--- config.mk ---
export PLATFORM = sky130hd
export DESIGN_NAME = note_tone_gen
export DESIGN_NICKNAME = d
export VERILOG_FILES = /design/src/rtl/note_tone_gen.sv
export SDC_FILE = /design/constraint.sdc
export NUM_CORES = 1
export LEC_CHECK = 0
export BUFFER_PORTS_ARGS = -buffer_cell sky130_fd_sc_hd__buf_4
export CAP_MARGIN = 25
export CORE_MARGIN = 2
export CORE_UTILIZATION = 25
export DETAILED_ROUTE_END_ITERATION = 8
export SLEW_MARGIN = 0
export SYNTH_ARGS = -nofsm -noshare
export SYNTH_HDL_FRONTEND = slang
export SYNTH_SLANG_ARGS = --single-unit
--- constraint.sdc ---
create_clock -name clk -period 4.75 [get_ports clk]
set_input_delay 0 -clock clk [delete_from_list [all_inputs] [get_ports clk]]
set_output_delay 0 -clock clk [all_outputs]
set_load 0.02 [all_outputs]
--- src/rtl/note_tone_gen.sv ---
// Buzzer tone stage: turns the sequencer's note/octave into a 50%-duty square wave.
// Optional articulation gap before each new note is built when NOTE_GAP_EN is defined.
module note_tone_gen #(
    parameter int CLK_HZ     = 100_000_000,
    parameter int HP_W       = 20,
    parameter int GAP_CYCLES = 2_000_000
) (
    input  logic       clk,
    input  logic       reset,
    input  logic       enable,
    input  logic [3:0] note,
    input  logic [1:0] octave,
    output logic       buzzer,
    output logic       tone_active,
    output logic [3:0] cur_note,
    output logic [1:0] cur_octave
);

    function automatic int freq_hz(input int n);
        case (n)
            1:       freq_hz = 262;
            2:       freq_hz = 294;
            3:       freq_hz = 330;
            4:       freq_hz = 349;
            5:       freq_hz = 392;
            6:       freq_hz = 440;
            7:       freq_hz = 494;
            default: freq_hz = 1;
        endcase
    endfunction

`ifdef NOTE_GAP_EN
    typedef enum logic [1:0] {
        ST_IDLE = 2'd0,
        ST_TONE = 2'd1,
        ST_GAP  = 2'd2
    } state_t;
    localparam state_t ST_ENTRY = ST_GAP;
    localparam int GAP_W = (GAP_CYCLES > 1) ? $clog2(GAP_CYCLES) : 1;
    localparam logic [GAP_W-1:0] GAP_LAST = GAP_W'(GAP_CYCLES - 1);
    logic [GAP_W-1:0] gap_cnt_q, gap_cnt_d;
`else
    typedef enum logic [1:0] {
        ST_IDLE = 2'd0,
        ST_TONE = 2'd1
    } state_t;
    localparam state_t ST_ENTRY = ST_TONE;
`endif

    state_t          state_q, state_d;
    logic [HP_W-1:0] cnt_q, cnt_d;
    logic            buzzer_q, buzzer_d;
    logic [3:0]      cur_note_q, cur_note_d;
    logic [1:0]      cur_octave_q, cur_octave_d;

    // Mid-octave half periods; entry 0 is a harmless nonzero filler for non-pitched codes.
    logic [HP_W-1:0] hp_mid_tab [0:7];
    genvar gi;
    generate
        for (gi = 0; gi < 8; gi++) begin : g_hp
            if (gi == 0) begin : g_rest
                assign hp_mid_tab[gi] = HP_W'(2);
            end else begin : g_pitch
                localparam int HP_MID = CLK_HZ / (2 * freq_hz(gi));
                assign hp_mid_tab[gi] = HP_W'(HP_MID);
            end
        end
    endgenerate

    logic [HP_W-1:0] hp_base, hp, hp_last;
    logic            sounding, changed;

    always_comb begin
        hp_base = cur_note_q[3] ? hp_mid_tab[0] : hp_mid_tab[cur_note_q[2:0]];
        case (cur_octave_q)
            2'b00:   hp = hp_base << 1;
            2'b10:   hp = hp_base >> 1;
            default: hp = hp_base;
        endcase
        hp_last = hp - HP_W'(1);
    end

    assign sounding = enable && (note != 4'd0) && !note[3];
    assign changed  = ({note, octave} != {cur_note_q, cur_octave_q});

    always_comb begin
        state_d      = state_q;
        cnt_d        = cnt_q;
        buzzer_d     = buzzer_q;
        // Latching on a change and always latching are the same thing.
        cur_note_d   = note;
        cur_octave_d = octave;
`ifdef NOTE_GAP_EN
        gap_cnt_d    = gap_cnt_q;
`endif
        case (state_q)
            ST_IDLE: begin
                buzzer_d = 1'b0;
                cnt_d    = '0;
                if (sounding) begin
                    state_d = ST_ENTRY;
`ifdef NOTE_GAP_EN
                    gap_cnt_d = '0;
`endif
                end
            end
            ST_TONE: begin
                if (!sounding) begin
                    state_d  = ST_IDLE;
                    buzzer_d = 1'b0;
                    cnt_d    = '0;
                end else if (changed) begin
                    state_d  = ST_ENTRY;
                    buzzer_d = 1'b0;
                    cnt_d    = '0;
`ifdef NOTE_GAP_EN
                    gap_cnt_d = '0;
`endif
                end else if (cnt_q >= hp_last) begin
                    buzzer_d = ~buzzer_q;
                    cnt_d    = '0;
                end else begin
                    cnt_d = cnt_q + HP_W'(1);
                end
            end
`ifdef NOTE_GAP_EN
            ST_GAP: begin
                buzzer_d = 1'b0;
                cnt_d    = '0;
                if (!sounding) begin
                    state_d   = ST_IDLE;
                    gap_cnt_d = '0;
                end else if (changed) begin
                    gap_cnt_d = '0;
                end else if (gap_cnt_q == GAP_LAST) begin
                    state_d   = ST_TONE;
                    gap_cnt_d = '0;
                end else begin
                    gap_cnt_d = gap_cnt_q + GAP_W'(1);
                end
            end
`endif
            default: begin
                state_d  = ST_IDLE;
                buzzer_d = 1'b0;
                cnt_d    = '0;
            end
        endcase
    end

    always_ff @(posedge clk or negedge reset) begin
        if (!reset) begin
            state_q      <= ST_IDLE;
            cnt_q        <= '0;
            buzzer_q     <= 1'b0;
            cur_note_q   <= 4'd0;
            cur_octave_q <= 2'd0;
`ifdef NOTE_GAP_EN
            gap_cnt_q    <= '0;
`endif
        end else begin
            state_q      <= state_d;
            cnt_q        <= cnt_d;
            buzzer_q     <= buzzer_d;
            cur_note_q   <= cur_note_d;
            cur_octave_q <= cur_octave_d;
`ifdef NOTE_GAP_EN
            gap_cnt_q    <= gap_cnt_d;
`endif
        end
    end

    assign buzzer      = buzzer_q;
    assign tone_active = (state_q == ST_TONE);
    assign cur_note    = cur_note_q;
    assign cur_octave  = cur_octave_q;

endmodule

==> metrics.log, run 1 <==
[metrics] first-pass GRT wire length: 11.7 mm
[metrics] number of port buffers: 16
[metrics] Sequential Area: ~700 µm²
[metrics] nature of the critical path startpoint: flip-flop
[metrics] total global routing track utilization: 11.9%
[metrics] met3 wirelength from detailed routing: ~160 µm
[metrics] Final Slew Violations: 0
[metrics] Pre-Repair DR Iteration Count: 6
[metrics] count of mapped cells out of synthesis: 317
[metrics] Highest Clock Rate: 225 MHz
[metrics] most used flip-flop cell after synthesis: sky130_fd_sc_hd__dfrtp_1
[metrics] measured slew at the worst slew-check pin: roughly 0.64 ns
[metrics] clock root buffer master: sky130_fd_sc_hd__clkbuf_8
[metrics] number of nets at the end of the flow: 379
[metrics] area of the die: 12000 µm²
[metrics] largest net degree at the start of global routing: 29
[metrics] Hold Path Class: input pin to flip-flop
[metrics] CP Class: flip-flop to flip-flop
[metrics] Layout area overhead: 15.8%
[metrics] initial standard-cell utilization of the core: 25.7%
[metrics] Initial DRC Count: 109
[metrics] synthesized area per cell: 8.82 µm²
[metrics] relative slew slack: a little under three fifths
[metrics] sinks on the clock net: 28
[metrics] post-CTS clock slew at the launch and capture registers of the worst setup and hold paths: about 0.10 ns
[metrics] number of distinct standard cells referenced by the synthesized netlist: 68
[metrics] drt drc: 0
[metrics] async set-or-reset flop fraction in the synthesized netlist: between 90% and 100%
[metrics] worst hold slack: 0.0143 ns
[metrics] worst setup skew after layout: 0.0119 ns
[metrics] post-route met1 wirelength: 3.48 mm
[metrics] Post-DP HPWL: 5.27 mm
[metrics] # setup viols final: 0
[metrics] Cell Rows: 38
[metrics] wire length reported by the detailed router: 6.85 mm
[metrics] via count of the first global-routing pass: between 2000 and 2500
[metrics] routability-driven placement congestion ratio: 0.878
[metrics] total number of vias: between 2000 and 2500
[metrics] Synth Register Bits: 28
[metrics] arrival time at the worst endpoint: between 4 and 5 ns
[metrics] worst supply voltage drop on vdd: between 0.1 and 0.15 mV
[metrics] Syn. warnings: 0
[metrics] met2 wire length: 3.15 mm
[metrics] Boundary Pins: 17
[metrics] Setup crit end kind: flip-flop
[metrics] number of nets produced by synthesis: 355
[metrics] antenna diode count: 0
[metrics] TritonCTS clock tree: yes
[metrics] clock latency reported for the late side of the worst-skew pair: approximately 0.28 ns
[metrics] count of placed standard cells in the final layout, fillers left out: 480
[metrics] buffers from clock root to sink, at most: 2
[metrics] area fraction of the dominant cell type after synthesis: about 25%
[metrics] TritonCTS Buffers: 3
[metrics] Power per Cell Area: 191 nW/µm²
[metrics] largest fanout of any net on the critical path: 9
[metrics] height of the die: 110 µm
[metrics] final period demand of the worst path: 4.44 ns
[metrics] fin worst setup slack: 0.312 ns
[metrics] horizontal die dimension: 110 µm
[metrics] sequential share of the synthesized area: around a quarter
[metrics] routed wire length per instance: 14.3 µm
[metrics] Post-Synthesis Cell Area: 2800 µm²
[metrics] Placement Cell Area: 3090 µm²
[metrics] number of antenna-violating nets in the routed design: 0
[metrics] overflow left after global routing: 0
[metrics] Worst Setup Slack post-DPL: 0.330 ns
[metrics] Commonest cells post-synth: sky130_fd_sc_hd__nor2_1, sky130_fd_sc_hd__ha_1, sky130_fd_sc_hd__dfrtp_1
[metrics] number of enable flip-flop cells after synthesis: 0
[metrics] Crit path required time: 4.92 ns
[metrics] largest area contributor in the synthesized netlist: sky130_fd_sc_hd__dfrtp_1
[metrics] Post-Place Cells: 469
[metrics] max-cap viol count: 0
[metrics] final design area excluding fillers: 3240 µm²
[metrics] total number of H-tree levels: 1
[metrics] most used standard cell by instance count after synthesis: sky130_fd_sc_hd__nor2_1
[metrics] fill count: ~1100
[metrics] final hold viol count: 0
[metrics] number of antenna violations at the first check in global routing: 0
[metrics] proportion of layout cells with a drive suffix above 1: 15.3%
[metrics] highest layer used for signal routing: met4
[metrics] portion of the clock cycle consumed by the worst path in the final layout: 93.4%
[metrics] run status: finished, final reports clean
[metrics] setup repair after global routing missed its margin: false
[metrics] largest cells by area after synthesis: sky130_fd_sc_hd__dfrtp_1, sky130_fd_sc_hd__ha_1, sky130_fd_sc_hd__xor2_1
[metrics] number of vias per cell: a little under 5
[metrics] area of combinational cells with multiple inputs: 1980 µm²
[metrics] placeable core region: approximately 11000 µm²
[metrics] summed negative setup slack over all endpoints: 0 ns
[metrics] static leakage: roughly 1.3 nW
## cell families after synthesis
| group | after synthesis | synth area share [%] |
|---|---|---|
| simple gates | 122 | 24.4 |
| compound gates | 73 | 20.1 |
| xor+xnor | 30 | 9.40 |
| fa+ha+maj | 29 | 13.0 |
| flops | 28 | 25.1 |
| buf+inv | 25 | 4.34 |
| mux | 10 | 3.72 |
## cell usage in the layout, fill, tap and decap left out, types with 2 or more instances in the layout
master,synthesis,routed
sky130_fd_sc_hd__nand2_1,16,16
sky130_fd_sc_hd__nor3b_2,2,2
sky130_fd_sc_hd__xnor2_1,11,11
sky130_fd_sc_hd__a22o_1,2,2
sky130_fd_sc_hd__a32oi_1,2,2
sky130_fd_sc_hd__a211o_1,2,2
sky130_fd_sc_hd__nor4_1,2,2
sky130_fd_sc_hd__a211oi_1,5,5
sky130_fd_sc_hd__a31oi_1,3,3
sky130_fd_sc_hd__mux2i_1,7,7
sky130_fd_sc_hd__nor2_1,34,34
sky130_fd_sc_hd__nand3_1,9,9
sky130_fd_sc_hd__a211oi_2,2,2
sky130_fd_sc_hd__dlygate4sd3_1,0,7
sky130_fd_sc_hd__a21o_1,5,5
sky130_fd_sc_hd__nand3b_1,2,2
sky130_fd_sc_hd__inv_1,10,10
sky130_fd_sc_hd__nor3_1,11,11
sky130_fd_sc_hd__nand4_1,9,9
sky130_fd_sc_hd__o21a_1,4,4
sky130_fd_sc_hd__and3_1,5,5
sky130_fd_sc_hd__dfrtp_1,28,28
sky130_fd_sc_hd__a22oi_1,2,2
sky130_fd_sc_hd__buf_4,3,27
sky130_fd_sc_hd__nand2b_1,5,5
sky130_fd_sc_hd__or2_2,2,2
sky130_fd_sc_hd__a21oi_1,18,18
sky130_fd_sc_hd__ha_1,29,29
sky130_fd_sc_hd__mux2_2,2,2
sky130_fd_sc_hd__clkbuf_8,0,3
sky130_fd_sc_hd__xor2_1,19,19
sky130_fd_sc_hd__a32o_1,2,2
sky130_fd_sc_hd__nor2b_1,11,11
sky130_fd_sc_hd__o21ai_0,9,9
## power breakdown
group          total, mW  internal [mW]  switching, mW
sequential         0.250          0.241        0.00926
clock              0.189          0.113         0.0762
combinational      0.179         0.0777          0.101
total              0.619          0.432          0.187
## area by class of cell
class / instances / share of cell area [%]
inverters: 10 / 1.16
clock buffers: 3 / 1.28
multi-input cells: 264 / 61.2
well taps: 140 / 5.41
flip-flops and latches: 28 / 21.6
clock inverters: 1 / 0.928
repair buffers: 34 / 8.43
## per-stage QoR
stage | power (mW) | utilization (%)
final | 0.619 | 29.7
after global routing | 0.656 | 29.7
after CTS | 0.626 | 29.7
after detailed placement | 0.427 | 28.4
after global placement | 0.427 | 28.4
after floorplan | 0.379 | -
## flip-flops by register name, indices dropped and copies added, names as in the netlist
register and cells:
cur_note 4, cnt_q 20, cur_octave 2, state_q 1, buzzer 1
## worst max-delay path: stages, from the launching register on
cell and delay [ns]:
sky130_fd_sc_hd__dfrtp_1 0.49, sky130_fd_sc_hd__inv_1 0.17, sky130_fd_sc_hd__ha_1 0.29, sky130_fd_sc_hd__nor2b_4 0.29
sky130_fd_sc_hd__a211oi_2 0.11, sky130_fd_sc_hd__a21o_1 0.24, sky130_fd_sc_hd__or4b_1 0.66, sky130_fd_sc_hd__nand4bb_1 0.30
sky130_fd_sc_hd__o21a_1 0.16, sky130_fd_sc_hd__ha_1 0.29, sky130_fd_sc_hd__nand2_1 0.07, sky130_fd_sc_hd__nor3_1 0.35
sky130_fd_sc_hd__nand4_1 0.14, sky130_fd_sc_hd__a211o_1 0.29, sky130_fd_sc_hd__nand4_1 0.13, sky130_fd_sc_hd__mux2_2 0.34
## final timing paths
| kind | to | start | slack, ns | depth (start not counted) |
|---|---|---|---|---|
| worst max-delay path | buzzer$_DFFE_PN0P_ | cur_note[0]$_DFF_PN0_ | 0.31 | 15 |
| max in group asynchronous | cnt_q[14]$_DFF_PN0_ | reset | 4.29 | 2 |
| min in group asynchronous | cur_note[1]$_DFF_PN0_ | reset | 0.19 | 2 |
| worst min-delay path | state_q[0]$_DFFE_PN0P_ | enable | 0.01 | 2 |
| worst min register to register | cnt_q[0]$_DFF_PN0_ | cnt_q[0]$_DFF_PN0_ | 0.53 | 1 |
| worst max register to register | buzzer$_DFFE_PN0P_ | cur_note[0]$_DFF_PN0_ | 0.31 | 15 |
## metal layers
metal	vias up	track usage [%]
li1	1206	-
met1	1121	17.2
met2	43	19.2
met3	6	0.948
met4	0	2.80
met5	-	0
## repair_timing
item                       in CTS  in global routing
hold buffers                    7                  0
gates resized for setup         0                  1
buffers inserted                0                  0
setup endpoints to repair       0                  1
hold endpoints to repair       35                  0
Power figures use the tool's default switching activity.
==> run 2, diff against run 1 <==
--- a/config.mk
+++ b/config.mk
@@ -8,8 +8,9 @@
 export BUFFER_PORTS_ARGS = -buffer_cell sky130_fd_sc_hd__buf_4
 export CAP_MARGIN = 25
 export CORE_MARGIN = 2
-export CORE_UTILIZATION = 25
+export CORE_UTILIZATION = 55
 export DETAILED_ROUTE_END_ITERATION = 8
+export PLACE_DENSITY = 0.73
 export SLEW_MARGIN = 0
 export SYNTH_ARGS = -nofsm -noshare
 export SYNTH_HDL_FRONTEND = slang
==> run 2 against run 1 <==
Effect of this change:
- combinational power about the same
- flip-flop and latch count unchanged
- clock skew fell by 0.0034 ns
- utilization up 35 points
- worst hold slack improved by 0.16 ns
- first-iteration DRC count increased by 35%
- count of clock-buffer cells in the layout is the same
- power barely moved
- critical path type unchanged
==> metrics.log, run 2 (same netlist as run 1, synthesis figures left out) <==
[metrics] overflow left after global routing: 0 (unchanged)
[metrics] count of cells resized by post-cts repair: 0 (unchanged)
[metrics] cell with the largest stage delay on the worst path: sky130_fd_sc_hd__or4b_1
[metrics] number of nets at the end of the flow: 379 (unchanged)
[metrics] height of the die: 75.3 µm (-31%)
[metrics] measured slew at the worst slew-check pin: 0.732 ns (+0.0870 ns)
[metrics] CP Class: flip-flop to flip-flop
[metrics] total number of H-tree levels: 1 (unchanged)
[metrics] clock latency reported for the late side of the worst-skew pair: 0.28 ns (about the same)
[metrics] placeable core region: 4820 µm² (-56%)
[metrics] buffers from clock root to sink, at most: 2 (unchanged)
[metrics] nature of the critical path startpoint: flip-flop
[metrics] relative slew slack: 51.2% (-5.8 points)
[metrics] fill count: 433 (-62%)
[metrics] count of placed standard cells in the final layout, fillers left out: 407 (-15%)
[metrics] portion of the clock cycle consumed by the worst path in the final layout: 90.2% (-3.2 points)
[metrics] Crit path buffers/inverters: 1 (unchanged)
[metrics] final period demand of the worst path: 4.29 ns (-0.152 ns)
[metrics] run status: finished, final reports clean
[metrics] setup repair after global routing missed its margin: false
[metrics] Highest Clock Rate: 233 MHz (+3.5%)
[metrics] number of antenna violations at the first check in global routing: 0 (unchanged)
[metrics] clock root buffer master: sky130_fd_sc_hd__clkbuf_8
[metrics] summed negative setup slack over all endpoints: 0 ns (unchanged)
[metrics] top library cells by usage in the layout, fill and taps aside: sky130_fd_sc_hd__nor2_1, sky130_fd_sc_hd__ha_1, sky130_fd_sc_hd__dfrtp_1
[metrics] post-CTS clock slew at the launch and capture registers of the worst setup and hold paths: 0.10 ns (about the same)
[metrics] routed wire length per instance: 16.6 µm (+16%)
[metrics] sinks on the clock net: 28 (unchanged)
[metrics] Crit path required time: 4.92 ns (about the same)
[metrics] Placement Cell Area: 2990 µm² (-3.2%)
[metrics] antenna diode count: 0 (unchanged)
[metrics] arrival time at the worst endpoint: 4.45 ns (-0.16 ns)
[metrics] Setup crit end kind: flip-flop
[metrics] minimum setup slack among reg-to-reg paths: 0.46 ns (+0.15 ns)
[metrics] via count of the first global-routing pass: 2233 (-6.3%)
[metrics] first-pass GRT wire length: 10.9 mm (-7.1%)
[metrics] worst supply voltage drop on vdd: 0.237 mV (+140%)
[metrics] total number of vias: 2426 (+2.1%)
[metrics] Hold Path Class: input pin to asynchronous set/reset pin
[metrics] Layout area overhead: 12.4%
[metrics] number of port buffers: 16 (unchanged)
[metrics] Cell Rows: 25 (-34%)
[metrics] max-cap viol count: 0 (unchanged)
[metrics] critical path cell sequence: inv_1, ha_1, nor2b_4, a211oi_2, a21o_1, or4b_1, nand4bb_1, o21a_1, ha_1, nand2_1, nor3_1, nand4_1, a211o_1, nand4_1, mux2_2
[metrics] Pre-Repair DR Iteration Count: 4 (-2)
[metrics] TritonCTS clock tree: yes
[metrics] Boundary Pins: 17 (unchanged)
[metrics] Post-Place Cells: 395 (-16%)
[metrics] register with the highest flop count: cnt_q
[metrics] routability-driven placement congestion ratio: 0.932 (+6.2%)
[metrics] largest net degree at the start of global routing: 29 (unchanged)
[metrics] total chip power: 0.618 mW (about the same)
[metrics] most frequent standard cell in the layout excluding fill and tap cells: sky130_fd_sc_hd__nor2_1
[metrics] total global routing track utilization: 25.4% (+13 points)
[metrics] drt drc: 0 (unchanged)
[metrics] proportion of layout cells with a drive suffix above 1: 14.7% (-0.59 points)
[metrics] static leakage: 1.34 nW (about the same)
[metrics] horizontal die dimension: 75.3 µm (-31%)
[metrics] worst setup skew after layout: 0.00847 ns (-0.00343 ns)
[metrics] Post-DP HPWL: 5.09 mm (-3.3%)
[metrics] TritonCTS Buffers: 3 (unchanged)
[metrics] final design area excluding fillers: 3140 µm² (-2.9%)
[metrics] area of the die: 5670 µm² (-53%)
[metrics] initial standard-cell utilization of the core: 58.0% (+32 points)
[metrics] family with the most delay on the worst path: simple AND/OR/NAND/NOR gates
[metrics] number of vias per cell: 5.96 (+20%)
[metrics] Util after Layout: 65.2% (+35 points)
[metrics] Power per Cell Area: 197 nW/µm² (+3.0%)
[metrics] Final Slew Violations: 0 (unchanged)
[metrics] Crit path largest cell delay: 0.65 ns (about the same)
[metrics] Initial DRC Count: 147 (+35%)
[metrics] final hold viol count: 0 (unchanged)
[metrics] # setup viols final: 0 (unchanged)
[metrics] number of flip-flops in the largest register: 20 (unchanged)
[metrics] wire length reported by the detailed router: 6.75 mm (-1.4%)
[metrics] number of antenna-violating nets in the routed design: 0 (unchanged)
[metrics] largest fanout of any net on the critical path: 7 (-2)
run 2: cell types whose count changed in the layout (fill, tap and decap cells not counted):
cell                            before  now
sky130_fd_sc_hd__buf_4              27   26
sky130_fd_sc_hd__dlygate4sd3_1       7    8
sky130_fd_sc_hd__nor4bb_1            0    1
sky130_fd_sc_hd__nor4bb_2            1    0
run 2: path summary, 6_finish.rpt:
path,from,end,cells after the start
hold / removal,reset,cnt_q[15]$_DFF_PN0_,2
hold reg to reg,cnt_q[0]$_DFF_PN0_,cnt_q[0]$_DFF_PN0_,1
max in group asynchronous,reset,cnt_q[8]$_DFF_PN0_,2
setup / recovery,cur_note[0]$_DFF_PN0_,buzzer$_DFFE_PN0P_,15
setup reg to reg,cur_note[0]$_DFF_PN0_,buzzer$_DFFE_PN0P_,15
min in group clk,octave[1],cur_octave[1]$_DFF_PN0_,2
run 2: power by group:
part | internal [mW] | total [mW] | leakage (nW) | switching (mW)
registers | 0.241 | 0.251 | 0.376 | 0.00958
clock network | 0.113 | 0.188 | 0.0357 | 0.0751
logic | 0.0781 | 0.180 | 0.932 | 0.102
run 2: area by class of cell:
type / count / area (µm²) / share of cell area [%]
sequential: 28 / 701 / 22.3
inverter: 10 / 37.5 / 1.19
clock buffer: 3 / 41.3 / 1.31
timing repair buffer: 34 / 275 / 8.76
clock inverter: 1 / 30.0 / 0.956
tap: 67 / 83.8 / 2.67
multi-input combinational: 264 / 1970 / 62.8
run 2: repair_timing:
action,CTS,global route
buffers inserted,0,0
endpoints found under the setup margin,0,0
hold buffers,8,0
endpoints found under the hold margin,35,0
run 2: through the flow:
| stage | hold slack [ns] | worst slack, ns |
|---|---|---|
| after CTS | 0.169 | 0.462 |
| final | 0.178 | 0.463 |
| after global placement | -0.0661 | 0.568 |
| after floorplan | -0.296 | 0.675 |
| after detailed placement | -0.0639 | 0.487 |
| after global routing | 0.210 | 0.157 |
run 2: metal layers:
metal / part of all wire (%) / GRT usage, %
met3: 2.9 / 3.31
met5: 0 / 0
met1: 45 / 34.1
met2: 49 / 42.3
met4: 2.5 / 8.77
==> run 3, diff against run 2 <==
--- a/config.mk
+++ b/config.mk
@@ -11,6 +11,7 @@
 export CORE_UTILIZATION = 55
 export DETAILED_ROUTE_END_ITERATION = 8
 export PLACE_DENSITY = 0.73
+export REMOVE_ABC_BUFFERS = 1
 export SLEW_MARGIN = 0
 export SYNTH_ARGS = -nofsm -noshare
 export SYNTH_HDL_FRONTEND = slang
==> run 3 against run 2 <==
Effect of this change:
- non-clock buffer count grew 1
- critical path depth fell by 1
- utilization grew 0.16 points
- flip-flop and latch count unchanged
- clock power barely moved
- power grew 0.55%
- via count fell by 0.70%
- clock skew shrank 0.0018 ns
==> metrics.log, run 3 (same netlist as run 1, synthesis figures left out) <==
[metrics] register with the highest flop count: cnt_q
[metrics] worst setup skew after layout: 0.00666 ns (-0.00181 ns)
[metrics] number of port buffers: 16 (unchanged)
[metrics] Final Slew Violations: 0 (unchanged)
[metrics] number of vias per cell: 5.90 (-0.94%)
[metrics] height of the die: 75.3 µm (unchanged)
[metrics] Post-Place Cells: 396 (+0.25%)
[metrics] most frequent standard cell in the layout excluding fill and tap cells: sky130_fd_sc_hd__nor2_1
[metrics] drt drc: 0 (unchanged)
[metrics] portion of the clock cycle consumed by the worst path in the final layout: 92.5% (+2.2 points)
[metrics] setup repair after global routing missed its margin: false
[metrics] count of placed standard cells in the final layout, fillers left out: 408 (+0.25%)
[metrics] clock root buffer master: sky130_fd_sc_hd__clkbuf_8
[metrics] minimum setup slack among reg-to-reg paths: 0.36 ns (-0.10 ns)
[metrics] Highest Clock Rate: 228 MHz (-2.4%)
[metrics] overflow left after global routing: 0 (unchanged)
[metrics] family with the most delay on the worst path: simple AND/OR/NAND/NOR gates
[metrics] total number of H-tree levels: 1 (unchanged)
[metrics] CP Class: flip-flop to flip-flop
[metrics] Post-DP HPWL: 5.24 mm (+2.9%)
[metrics] run status: finished, final reports clean
[metrics] TritonCTS Buffers: 3 (unchanged)
[metrics] top library cells by usage in the layout, fill and taps aside: sky130_fd_sc_hd__nor2_1, sky130_fd_sc_hd__ha_1, sky130_fd_sc_hd__dfrtp_1
[metrics] Hold Path Class: input pin to asynchronous set/reset pin
[metrics] worst supply voltage drop on vdd: 0.178 mV (-25%)
[metrics] Pre-Repair DR Iteration Count: 4 (unchanged)
[metrics] post-CTS clock slew at the launch and capture registers of the worst setup and hold paths: 0.10 ns (about the same)
[metrics] Layout area overhead: 12.7%
[metrics] # setup viols final: 0 (unchanged)
[metrics] routability-driven placement congestion ratio: 0.938 (+0.69%)
[metrics] proportion of layout cells with a drive suffix above 1: 15.0% (+0.25 points)
[metrics] antenna diode count: 0 (unchanged)
[metrics] number of flip-flops in the largest register: 20 (unchanged)
[metrics] Setup crit end kind: flip-flop
[metrics] number of antenna violations at the first check in global routing: 0 (unchanged)
[metrics] Power per Cell Area: 197 nW/µm² (+0.31%)
[metrics] number of antenna-violating nets in the routed design: 0 (unchanged)
[metrics] via count of the first global-routing pass: 2252 (+0.85%)
[metrics] final period demand of the worst path: 4.39 ns (+0.105 ns)
[metrics] Cell Rows: 25 (unchanged)
[metrics] largest net degree at the start of global routing: 29 (unchanged)
[metrics] clock latency reported for the late side of the worst-skew pair: 0.28 ns (about the same)
[metrics] critical path cell sequence: nand2b_1, nor3_1, nor4bb_1, or4b_1, and4bb_1, xor2_1, ha_1, nand2_1, nor3_1, nand4_1, a211o_1, nand4_1, buf_4, nor2_1
[metrics] final hold viol count: 0 (unchanged)
[metrics] summed negative setup slack over all endpoints: 0 ns (unchanged)
[metrics] area of the die: 5670 µm² (unchanged)
[metrics] TritonCTS clock tree: yes
[metrics] max-cap viol count: 0 (unchanged)
[metrics] measured slew at the worst slew-check pin: 0.785 ns (+0.0531 ns)
[metrics] routed wire length per instance: 16.8 µm (+1.1%)
[metrics] arrival time at the worst endpoint: 4.56 ns (+0.11 ns)
[metrics] total number of vias: 2409 (-0.70%)
[metrics] nature of the critical path startpoint: flip-flop
[metrics] Crit path required time: 4.91 ns (about the same)
[metrics] static leakage: 1.35 nW (+0.36%)
[metrics] Initial DRC Count: 132 (-10%)
[metrics] Crit path largest cell delay: 0.86 ns (+0.21 ns)
[metrics] Crit path buffers/inverters: 1 (unchanged)
[metrics] count of cells resized by post-cts repair: 0 (unchanged)
[metrics] placeable core region: 4820 µm² (unchanged)
[metrics] relative slew slack: 47.7% (-3.5 points)
[metrics] horizontal die dimension: 75.3 µm (unchanged)
[metrics] wire length reported by the detailed router: 6.84 mm (+1.4%)
[metrics] initial standard-cell utilization of the core: 58.0% (unchanged)
[metrics] sinks on the clock net: 28 (unchanged)
[metrics] total global routing track utilization: 25.4% (about the same)
[metrics] largest fanout of any net on the critical path: 23 (+16)
[metrics] number of nets at the end of the flow: 380 (+0.26%)
[metrics] Boundary Pins: 17 (unchanged)
[metrics] buffers from clock root to sink, at most: 2 (unchanged)
[metrics] first-pass GRT wire length: 11.1 mm (+2.2%)
[metrics] cell with the largest stage delay on the worst path: sky130_fd_sc_hd__dfrtp_1
==> run 3: cell types whose count changed in the layout (fill, tap and decap cells not counted), sizes merged <==
cell  delta
buf      +1
==> run 3: stage by stage <==
stage,power (mW),setup slack (ns),hold slack [ns],utilization [%],cell area [µm²]
global route,0.653,0.0956,0.201,65.4,3150
finish,0.622,0.359,0.168,65.4,3150
CTS,0.622,0.461,0.171,65.4,3150
global placement,0.425,0.570,-0.0651,62.2,3000
detailed placement,0.427,0.487,-0.0642,62.2,3000
floorplan,0.372,0.118,-0.296,-,2710
==> run 3: repair_timing <==
| action | 4_1_cts | 5_1_grt |
|---|---|---|
| hold buffers | 8 | 0 |
| buffers inserted | 0 | 0 |
| endpoints found under the hold margin | 35 | 0 |
==> run 3: where the power goes <==
part / switching (mW) / internal [mW]
logic: 0.104 / 0.0791
clock network: 0.0760 / 0.113
registers: 0.00855 / 0.241
total: 0.189 / 0.433
==> run 3: cell type report <==
class	count	area, µm²
Clock buffer	3	41.3
Clock inverter	1	30.0
Fill cell	442	1670
Inverter	10	37.5
Multi-Input combinational cell	264	1970
Sequential cell	28	701
Tap cell	67	83.8
Timing Repair Buffer	35	283
==> run 3: worst reg2reg max path, delay by kind of cell, from the launching register on <==
family / cells / cell delay [ns]
adders and majority gates: 1 / 0.28
xor gates and xnor gates: 1 / 0.16
DFF: 1 / 0.86
AOI/OAI and AO/OA: 1 / 0.29
buffers and inverters: 1 / 0.25
and+or+nand+nor: 10 / 2.43
==> run 3: worst paths after layout <==
check	startpoint	endpoint	cells past startpoint
setup / recovery	cur_octave[0]$_DFF_PN0_	cnt_q[0]$_DFF_PN0_	14
hold / removal	reset	cnt_q[12]$_DFF_PN0_	2
setup reg to reg	cur_octave[0]$_DFF_PN0_	cnt_q[0]$_DFF_PN0_	14
hold reg to reg	cnt_q[0]$_DFF_PN0_	cnt_q[0]$_DFF_PN0_	1
max in group asynchronous	reset	cnt_q[10]$_DFF_PN0_	2
min in group clk	note[3]	cur_note[3]$_DFF_PN0_	2
==> run 3: metal layers <==
layer	global-route usage, %	up-vias	share of wire, %
met4	6.04	0	1.6
met5	0	-	0
li1	-	1210	-
met2	40.7	44	47
met1	36.9	1144	48
met3	2.78	11	3.4
